$ cat src/rtl/rect_fill_engine.sv
// Rectangle fill: clips a command to the canvas and streams one {row,col} write per pixel in raster order.
// First write appears the cycle after start; the scan advances only on wr_en && wr_ready.
module rect_fill_engine #(
  parameter int XBITS = 3,
  parameter int YBITS = 3,
  parameter int CBITS = 12
) (
  input  logic                   clk,
  input  logic                   rst,
  input  logic                   start,
  input  logic [XBITS-1:0]       x0,
  input  logic [YBITS-1:0]       y0,
  input  logic [XBITS:0]         width,
  input  logic [YBITS:0]         height,
  input  logic [CBITS-1:0]       color,
  output logic                   busy,
  output logic                   done,
  output logic                   wr_en,
  output logic [XBITS+YBITS-1:0] wr_addr,
  output logic [CBITS-1:0]       wr_data,
  input  logic                   wr_ready
);

  typedef enum logic [1:0] {
    S_IDLE,
    S_FILL,
    S_DONE
  } state_t;

  localparam logic [XBITS:0] CANVAS_W = {1'b1, {XBITS{1'b0}}};
  localparam logic [YBITS:0] CANVAS_H = {1'b1, {YBITS{1'b0}}};

  state_t           state_q, state_d;
  logic [XBITS-1:0] x0_q, x0_d, dx_q, dx_d, wlast_q, wlast_d;
  logic [YBITS-1:0] y0_q, y0_d, dy_q, dy_d, hlast_q, hlast_d;
  logic [CBITS-1:0] color_q, color_d;

  logic [XBITS:0]   room_x, eff_w;
  logic [YBITS:0]   room_y, eff_h;

  always_comb begin
    state_d = state_q;
    x0_d    = x0_q;
    y0_d    = y0_q;
    dx_d    = dx_q;
    dy_d    = dy_q;
    wlast_d = wlast_q;
    hlast_d = hlast_q;
    color_d = color_q;

    room_x = CANVAS_W - {1'b0, x0};
    room_y = CANVAS_H - {1'b0, y0};
    eff_w  = (width < room_x) ? width : room_x;
    eff_h  = (height < room_y) ? height : room_y;

    case (state_q)
      S_IDLE: begin
        if (start) begin
          x0_d    = x0;
          y0_d    = y0;
          color_d = color;
          dx_d    = '0;
          dy_d    = '0;
          // eff in 1..2**N, so the low bits minus one give the last index without overflow
          wlast_d = eff_w[XBITS-1:0] - XBITS'(1);
          hlast_d = eff_h[YBITS-1:0] - YBITS'(1);
          state_d = (eff_w == '0 || eff_h == '0) ? S_DONE : S_FILL;
        end
      end
      S_FILL: begin
        if (wr_ready) begin
          if (dx_q != wlast_q) begin
            dx_d = dx_q + XBITS'(1);
          end else begin
            dx_d = '0;
            if (dy_q != hlast_q) begin
              dy_d = dy_q + YBITS'(1);
            end else begin
              state_d = S_DONE;
            end
          end
        end
      end
      S_DONE: state_d = S_IDLE;
      default: state_d = S_IDLE;
    endcase
  end

  always_ff @(posedge clk) begin
    if (rst) begin
      state_q <= S_IDLE;
      x0_q    <= '0;
      y0_q    <= '0;
      dx_q    <= '0;
      dy_q    <= '0;
      wlast_q <= '0;
      hlast_q <= '0;
      color_q <= '0;
    end else begin
      state_q <= state_d;
      x0_q    <= x0_d;
      y0_q    <= y0_d;
      dx_q    <= dx_d;
      dy_q    <= dy_d;
      wlast_q <= wlast_d;
      hlast_q <= hlast_d;
      color_q <= color_d;
    end
  end

  // Outputs decode registered state only, so they hold steady through stalls.
  assign busy    = (state_q != S_IDLE);
  assign done    = (state_q == S_DONE);
  assign wr_en   = (state_q == S_FILL);
  assign wr_addr = {y0_q + dy_q, x0_q + dx_q};
  assign wr_data = color_q;

endmodule

$ cat config.mk
export PLATFORM = sky130hd
export DESIGN_NAME = rect_fill_engine
export DESIGN_NICKNAME = d
export VERILOG_FILES = /design/src/rtl/rect_fill_engine.sv
export SDC_FILE = /design/constraint.sdc
export NUM_CORES = 1
export LEC_CHECK = 0
export BUFFER_PORTS_ARGS = -buffer_cell sky130_fd_sc_hd__buf_2
export CORE_MARGIN = 2
export CORE_UTILIZATION = 52
export CTS_CLUSTER_SIZE = 12
export DETAILED_ROUTE_END_ITERATION = 10
export HOLD_SLACK_MARGIN = 0.02
export PLACE_DENSITY = 0.79
export SLEW_MARGIN = 20
export SYNTH_ARGS = -nofsm -noshare
export SYNTH_HDL_FRONTEND = slang
export SYNTH_SLANG_ARGS = --single-unit
$ cat constraint.sdc
create_clock -name clk -period 4.1 [get_ports clk]
set_clock_uncertainty 0.15 [all_clocks]
set_input_delay 1.025 -clock clk [delete_from_list [all_inputs] [get_ports clk]]
set_output_delay 1.025 -clock clk [all_outputs]
set_load 0.03 [all_outputs]
==> results of run 1 <==
-- flip-flops by register name (all words and copies together) (netlist names) --
register and flops:
hlast_q 3, wr_data 12, x0_q 3, dx_q 3, state_q 2, y0_q 3, wlast_q 3, dy_q 3
-- metrics by stage --
step	power, mW	cells	hold WS (ps)
after floorplan	0.611	221	286
after global placement	0.679	309	289
after detailed placement	0.685	309	293
after CTS	0.926	317	308
after global routing	0.985	317	329
final	0.920	317	308
-- cell usage in the layout, fill, tap and decap left out, drive strengths merged, types with 5 or more instances in the layout --
cell and instances:
a21oi 23, xnor2 5, dfxtp 32, clkbuf 5
ha 14, nor2 8, mux2i 8, nand2 47
inv 19, buf 50, o21ai 6, nor3 5
xor2 11
-- critical path, stage by stage --
cell	delay, ps
buf_2	120
inv_1	50
ha_1	200
xnor2_1	250
inv_1	110
ha_1	300
o211ai_2	100
o21ai_2	240
mux2i_1	280
ha_1	240
nand2_1	70
o31ai_1	300
o31ai_1	120
-- how the worst max path moves through the flow --
stage	end	slack, ps
detailed placement	state_q[0]$_SDFFE_PP0P_	390
CTS	state_q[0]$_SDFFE_PP0P_	750
finish	state_q[0]$_SDFFE_PP0P_	770
floorplan	hlast_q[2]$_SDFFE_PP0P_	760
global route	state_q[0]$_SDFFE_PP0P_	560
global placement	state_q[0]$_SDFFE_PP0P_	560
-- where the power goes --
| part | internal, mW | switching (mW) |
|---|---|---|
| Clock | 0.127 | 0.117 |
| Combinational | 0.109 | 0.195 |
| Sequential | 0.344 | 0.0277 |
-- cells by family (layout without fill, tap and decap cells) --
logic type	Yosys count	in the layout
flip-flops	32	32
adder cells (fa/ha/maj)	16	16
AND/OR/NAND/NOR	78	78
XOR/XNOR	16	16
buffers and inverters	27	77
multiplexers	8	8
AO/OA/AOI/OAI	44	44
-- final cells by class --
| cell class | count | area [sq um] | share of cell area [%] |
|---|---|---|---|
| multi-input cells | 162 | 1090 | 49.7 |
| repair buffers | 50 | 250 | 11.4 |
| well taps | 46 | 57.6 | 2.63 |
| clock inverters | 3 | 42.5 | 1.95 |
| inverters | 19 | 71.3 | 3.26 |
| clock buffers | 5 | 37.5 | 1.72 |
| flip-flops and latches | 32 | 641 | 29.3 |
-- metal layers --
layer | wire length, um | vias up | GRT usage, %
met1 | 1780 | 722 | 26.2
met2 | 1910 | 47 | 37.9
met5 | 0 | - | 0
met3 | 219 | 4 | 6.25
met4 | 27 | 0 | 6.52
li1 | - | 853 | -
==> results.md, run 1 <==
Power:
- The worst-case IR drop observed on VDD is between 0.2 and 0.25 mV.
- In this run the static leakage power is slightly above 1 nW.
- The power density over the cells is 421 mW/mm^2.

Drt:
- The routed length per placed instance is ~12 um.
- The detail route stage leaves a number of antenna-violating nets equal to 0.
- The total iterations of the first detailed-routing run is 4.
- The final layout contains routed wiring with a total length of about 4000 um.
- The mean number of vias per cell is slightly above 5.
- For this run, design rule violations remaining after detail routing come to 0.
- Summing over every cut layer, the via total after detailed routing is about 1,600.
- The initial DRC count is 55.

Logic synthesis:
- The synthesized-area fraction occupied by and/or/nand/nor cells is around a fifth.
- The area share of the largest cell type after synthesis is 34.9%.
- The async set-or-reset flop fraction in the synthesized netlist is 0%.
- The mux cell area share after synthesis is 4.36%.
- The arithmetic-cell share of the synthesized area counting full adders, half adders and majority gates is 11.7%.
- The mean cell area of the mapped netlist is slightly above 8 sq um.
- For this run, the register share of the synthesized area comes to a little over a third.
- Among all cell types in the netlist, the one instantiated most often is nand2_1.
- The Yosys step of the flow raised 0 warnings.
- The largest family of logic cells by synthesized area is simple AND/OR/NAND/NOR gates.
- In this run the cell area of the synthesized design comes to 0.00184 sq mm.
- The number of distinct library cell variants in the gate-level netlist after synthesis is 40.
- Yosys attributes the largest share of cell area to dfxtp_1 35%, nand2_1 9.6%, ha_1 9.5%.
- After Yosys synthesis, XOR and XNOR cells account for 7.62% of the synthesized area.
- The synthesized netlist devotes 15.2% of its cell area to compound gates.
- By count the netlist is led by 47 x nand2_1, 32 x dfxtp_1, 23 x a21oi_1, 19 x inv_1, 14 x ha_1.
- Synthesis produced a netlist with a net count of 267.
- In the synthesized netlist, the number of instances is 221.
- Yosys mapped a number of flops with a built-in enable equal to 0.
- The register bit total from synthesis is 32.
- The cell taking the most area after synthesis is dfxtp_1.
- The most used flip-flop cell after synthesis is dfxtp_1.

Clock tree:
- The clock tree from TritonCTS is done.
- The post-cts resize count is 0.
- The clock net sink count is 32.
- TritonCTS created 5 clock buffers.
- Counting along the longest clock path gives a buffer depth of 2.
- Buffers added to address setup during post-CTS repair amount to 0.
- The H-tree level count is 2.
- The register clock-pin slew on the reported worst setup and hold paths is 110 ps.
- The tree is rooted in a clkbuf_4.
- The clock insertion delay at the later pin of the skew report is 330 ps.
- The count of hold buffers inserted by post-cts repair is 0.

Critical path:
- In this run the worst path has a maximum fanout of 5.
- The beginning of the critical path is y0[0].
- The type of destination of the critical path is a register.
- Counting cells, the worst reg-to-reg path comes to 4.
- The required time of the critical path is 4170 ps.
- The worst-case register-to-register setup slack is 2000 ps.
- The arrival time at the worst endpoint is 3410 ps.
- In this run the critical register-to-register path is launched from state_q[1]$_SDFFE_PP0P_.
- The kind of launch point of the worst setup path is an input pin.
- The class of the most critical setup path is in -> reg.
- The worst register-to-register path ends at hlast_q[2]$_SDFFE_PP0P_.

Timing:
- Setup repair after global routing left no endpoint under its margin.
- The sum of negative setup slack is 0 ps.
- The final count of hold timing violations was 0.
- The actual transition at the worst max-transition pin is a little under 1000 ps.
- The number of setup violations in the final report is 0.
- The max-slew violation count is 0.
- The worst pin sits at a relative slew slack of 35.2%.
- The maximum clock rate is 300 MHz.
- The fraction of the cycle the final worst path needs is 81.3%.
- Counting I/O delays and the setup requirement, the final critical path takes 3330 ps.
- The worst path meets setup with 766 ps of slack.

Place:
- Input and output buffers added on the ports amount to 50.
- The placed instances occupy a cell area of roughly 0.0021 sq mm.
- Detailed placement finished with a half-perimeter wire length of 2950 um.
- The final weighted congestion in routability-driven placement is 0.827.
- Timing analysis after detailed placement gives a worst setup slack of roughly 390 ps.

Floorplan:
- Row generation in the floorplan step produced 21 rows.
- The area inside the core boundary is 0.00336 sq mm.
- The area of the die is approximately 0.0040 sq mm.
- The number of primary I/O pins is 51.
- The initial cell density of the core is between 50% and 60%.
- The floorplan die width is 63.5 um.
- The die extent in y is 63.5 um.

Flow run:
- The number of max-cap violations is 0.

Global route:
- The via count of the first global-routing pass is 1,666.
- The number of antenna violations at the first check in global routing is 0.
- The total global routing overflow is 0.
- In the global route stage, overall resource usage came out at around 22%.
- The first global-routing pass estimated ~7000 um of wire.
- The pin count of the biggest net entering global routing is 30.

Final layout:
- The layout overhead on the synthesized area is 19.0%.
- The filler cell count in the final layout is ~330.
- Summing all non-filler instances in the final layout gives an area of 0.00219 sq mm.
- The final layout net count is 316.
- The count of inserted antenna diode cells is 0.
- The core occupancy in the finished layout is 65.0%.
- The ratio of cells with drive above 1 in the final layout is 24.0%.

Hold path:
- The startpoint of the lowest-slack hold path is wr_data[11]$_SDFFE_PP0P_.
- The depth of the worst hold-timing path is 2.
- The classification of the worst-slack hold path is reg -> reg.
- The worst hold endpoint is wr_data[11]$_SDFFE_PP0P_.

Status:
- The run finished with clean final reports.
(Power assumes the default switching activity.)
==> run 2: changes to the inputs <==
==> constraint.sdc (replaced) <==
create_clock -name clk -period 3.15 [get_ports clk]
set_clock_uncertainty 0.15 [all_clocks]
set_input_delay 0.7875 -clock clk [delete_from_list [all_inputs] [get_ports clk]]
set_output_delay 0.7875 -clock clk [all_outputs]
set_load 0.03 [all_outputs]
==> run 2 against run 1 <==
Register-to-register slack worse by 560 ps; total power is 26% higher; non-clock buffer count is 16 higher; design area is 4.9% higher; sequential power is 30% higher; critical path type unchanged; die area stayed put; first-iteration DRC count is 27% higher.
==> results.md, run 2 (synthesized netlist as in run 1, its figures left out) <==
Status:
- Run status: finished clean (unchanged).

Floorplan:
- The area of the die is 0.00403 sq mm (unchanged).
- The floorplan die width came to 63.5 um (unchanged).
- The number of primary I/O pins is 51 (unchanged).
- The area inside the core boundary came to 0.00336 sq mm (unchanged).
- The initial cell density of the core is 54.7% (unchanged).
- The die extent in y came to 63.5 um (unchanged).
- The total number of placement rows came to 21 (unchanged).

Critical path:
- The most frequent cell on the critical path is ha_1 (unchanged).
- The type of destination of the critical path is a register (unchanged).
- The required time of the critical path is 3280 ps (was 4170 ps).
- The kind of launch point of the worst setup path is an input pin (unchanged).
- Cells along the critical path: buf_2 -> or3_2 -> ha_1 -> a21oi_1 -> o21ai_2 -> mux2i_1 -> ha_1 -> or4_1 -> nand3_1 (was buf_2 -> inv_1 -> ha_1 -> xnor2_1 -> inv_1 -> ha_1 -> o211ai_2 -> o21ai_2 -> mux2i_1 -> ha_1 -> nand2_1 -> o31ai_1 -> o31ai_1).
- The largest stage delay on the critical path is 530 ps (was 300 ps).
- The cell with the largest stage delay on the worst path is or4_1 (was ha_1).
- The arrival time at the worst endpoint is 3080 ps (was 3410 ps).
- The class of the most critical setup path is in -> reg (unchanged).
- The largest fanout on the critical path was 4 (was 5).

Final layout:
- The layout overhead on the synthesized area is 24.8% (was 19.0%).
- The ratio of cells with drive above 1 in the final layout came to 28.6% (was 24.0%).
- The post-route cell area is 0.00229 sq mm (was 0.00219 sq mm).
- The final cell count without fillers is 333 (was 317).
- Most frequent cells in the layout: 50 x buf_2, 47 x nand2_1, 32 x dfxtp_1 (unchanged).
- The most common cell after layout, fill and taps aside is buf_2 (unchanged).
- The count of inserted antenna diode cells is 0 (unchanged).
- The final layout net count is 332 (was 316).
- The flip-flop count of the largest register after layout is 12 (unchanged).

Place:
- The total half-perimeter wirelength after legalization and detailed placement is 3000 um (was 2950 um).
- The post-detailed-placement cell area came to 0.00223 sq mm (was 0.00211 sq mm).
- The number of cells after detailed placement came to 325 (was 309).
- The total of buffers placed on input and output ports was 50 (unchanged).
- The final weighted congestion in routability-driven placement is 0.802 (was 0.827).

Timing:
- The worst path uses 93.6% of the clock period.
- The actual transition at the worst max-transition pin came to 518 ps (was 972 ps).
- The final count of hold timing violations came to 0 (unchanged).
- The max-slew violation count is 0 (unchanged).
- Unrepaired setup endpoints after global routing: no (unchanged).
- The post-layout minimum cycle time is roughly 2900 ps.
- Based on the critical path, the design can be clocked at up to 339 MHz.
- The worst slew margin relative to its limit is 65.5% (was 35.2%).
- The number of setup violations in the final report was 0 (unchanged).

Drt:
- The mean number of vias per cell was 5.10 (was 5.13).
- The remaining design rule violation count is 0 (unchanged).
- The total iterations of the first detailed-routing run was 4 (unchanged).
- The initial DRC count was 70 (was 55).
- The routed length per placed instance is 11.5 um (was 12.4 um).
- The post-route antenna net violation count is 0 (unchanged).
- The detailed-route wire length came to 3820 um (was 3930 um).
- The total via count after detailed routing is 1,697 (was 1,626).

Clock tree:
- The number of setup buffers added after CTS is 0 (unchanged).
- The largest buffer count on any clock path is 2 (unchanged).
- The register clock-pin slew on the reported worst setup and hold paths is 100 ps (was 110 ps).
- The TritonCTS buffer count is 5 (unchanged).
- The clock tree from TritonCTS is done (unchanged).
- The post-cts resize count came to 0 (unchanged).
- The root cell of the clock tree is clkbuf_4 (unchanged).
- The count of hold buffers inserted by post-cts repair came to 0 (unchanged).
- The clock insertion delay at the later pin of the skew report was 340 ps (was 330 ps).
- The H-tree level count came to 2 (unchanged).
- The clock net sink count is 32 (unchanged).

Global route:
- The number of antenna violations at the first check in global routing was 0 (unchanged).
- The via count of the first global-routing pass was 1,644 (was 1,666).
- The global-route wire length before repair is 6800 um (was 6970 um).
- The total global routing overflow is 0 (unchanged).
- The pin count of the biggest net entering global routing is 30 (unchanged).
- The global routing usage summed across all routing layers is 21.4% (was 21.9%).

Flow run:
- The number of max-cap violations is 0 (unchanged).

Power:
- The leakage power total is 1.11 nW (was 1.04 nW).
- The total design power is 1.16 mW (was 0.920 mW).
- The worst ir drop on vdd is 0.343 mV (was 0.242 mV).
- The power density over the cells was 504 mW/mm^2 (was 421 mW/mm^2).

Hold path:
- The classification of the worst-slack hold path is reg -> reg (unchanged).
-- run 2: per-stage QoR --
| step | setup slack (ps) | utilization, % | setup TNS [ps] | hold slack [ps] |
|---|---|---|---|---|
| floorplan | 51.8 | - | 0 | 286 |
| global placement | -60.7 | 66.2 | -144 | 289 |
| detailed placement | -178 | 66.2 | -480 | 293 |
| CTS | 179 | 68.0 | 0 | 307 |
| global route | 16.6 | 68.2 | 0 | 333 |
| finish | 203 | 68.2 | 0 | 305 |
-- run 2: per-layer routing --
| layer | vias to the layer above | global-route usage [%] | part of all wire (%) | routed length (um) |
|---|---|---|---|---|
| met3 | 9 | 5.71 | 5.8 | 220 |
| met2 | 43 | 36.7 | 47 | 1800 |
| li1 | 883 | - | - | - |
| met4 | 0 | 8.70 | 1.7 | 65 |
| met1 | 762 | 25.1 | 46 | 1740 |
| met5 | - | 0 | 0 | 0 |
-- run 2: power breakdown --
part	internal (mW)	total (mW)	switching [mW]
clock network	0.106	0.247	0.141
logic	0.167	0.426	0.260
registers	0.448	0.484	0.0359
total	0.721	1.16	0.436
-- run 2: worst paths after layout --
kind | slack [ps] | endpoint | depth (start not counted) | from
max | 200 | hlast_q[2]$_SDFFE_PP0P_ | 9 | y0[0]
min | 310 | wr_data[6]$_SDFFE_PP0P_ | 2 | wr_data[6]$_SDFFE_PP0P_
max reg2reg | 1440 | hlast_q[1]$_SDFFE_PP0P_ | 5 | state_q[1]$_SDFFE_PP0P_
min reg2reg | 310 | wr_data[6]$_SDFFE_PP0P_ | 2 | wr_data[6]$_SDFFE_PP0P_
-- run 2: area by class of cell --
type                    instances  area [sq um]
repair buffers                 66           370
clock buffers                   6          51.3
clock inverters                 2          10.0
fillers                       305          1070
flip-flops and latches         32           641
multi-input cells             162          1090
well taps                      46          57.6
inverters                      19          71.3
-- run 2: critical path: cells and delay by family --
family          cells  cell delay [ps]
simple gates        3             1090
buf+inv             1              110
mux                 1              160
compound gates      2              350
fa+ha+maj           2              580
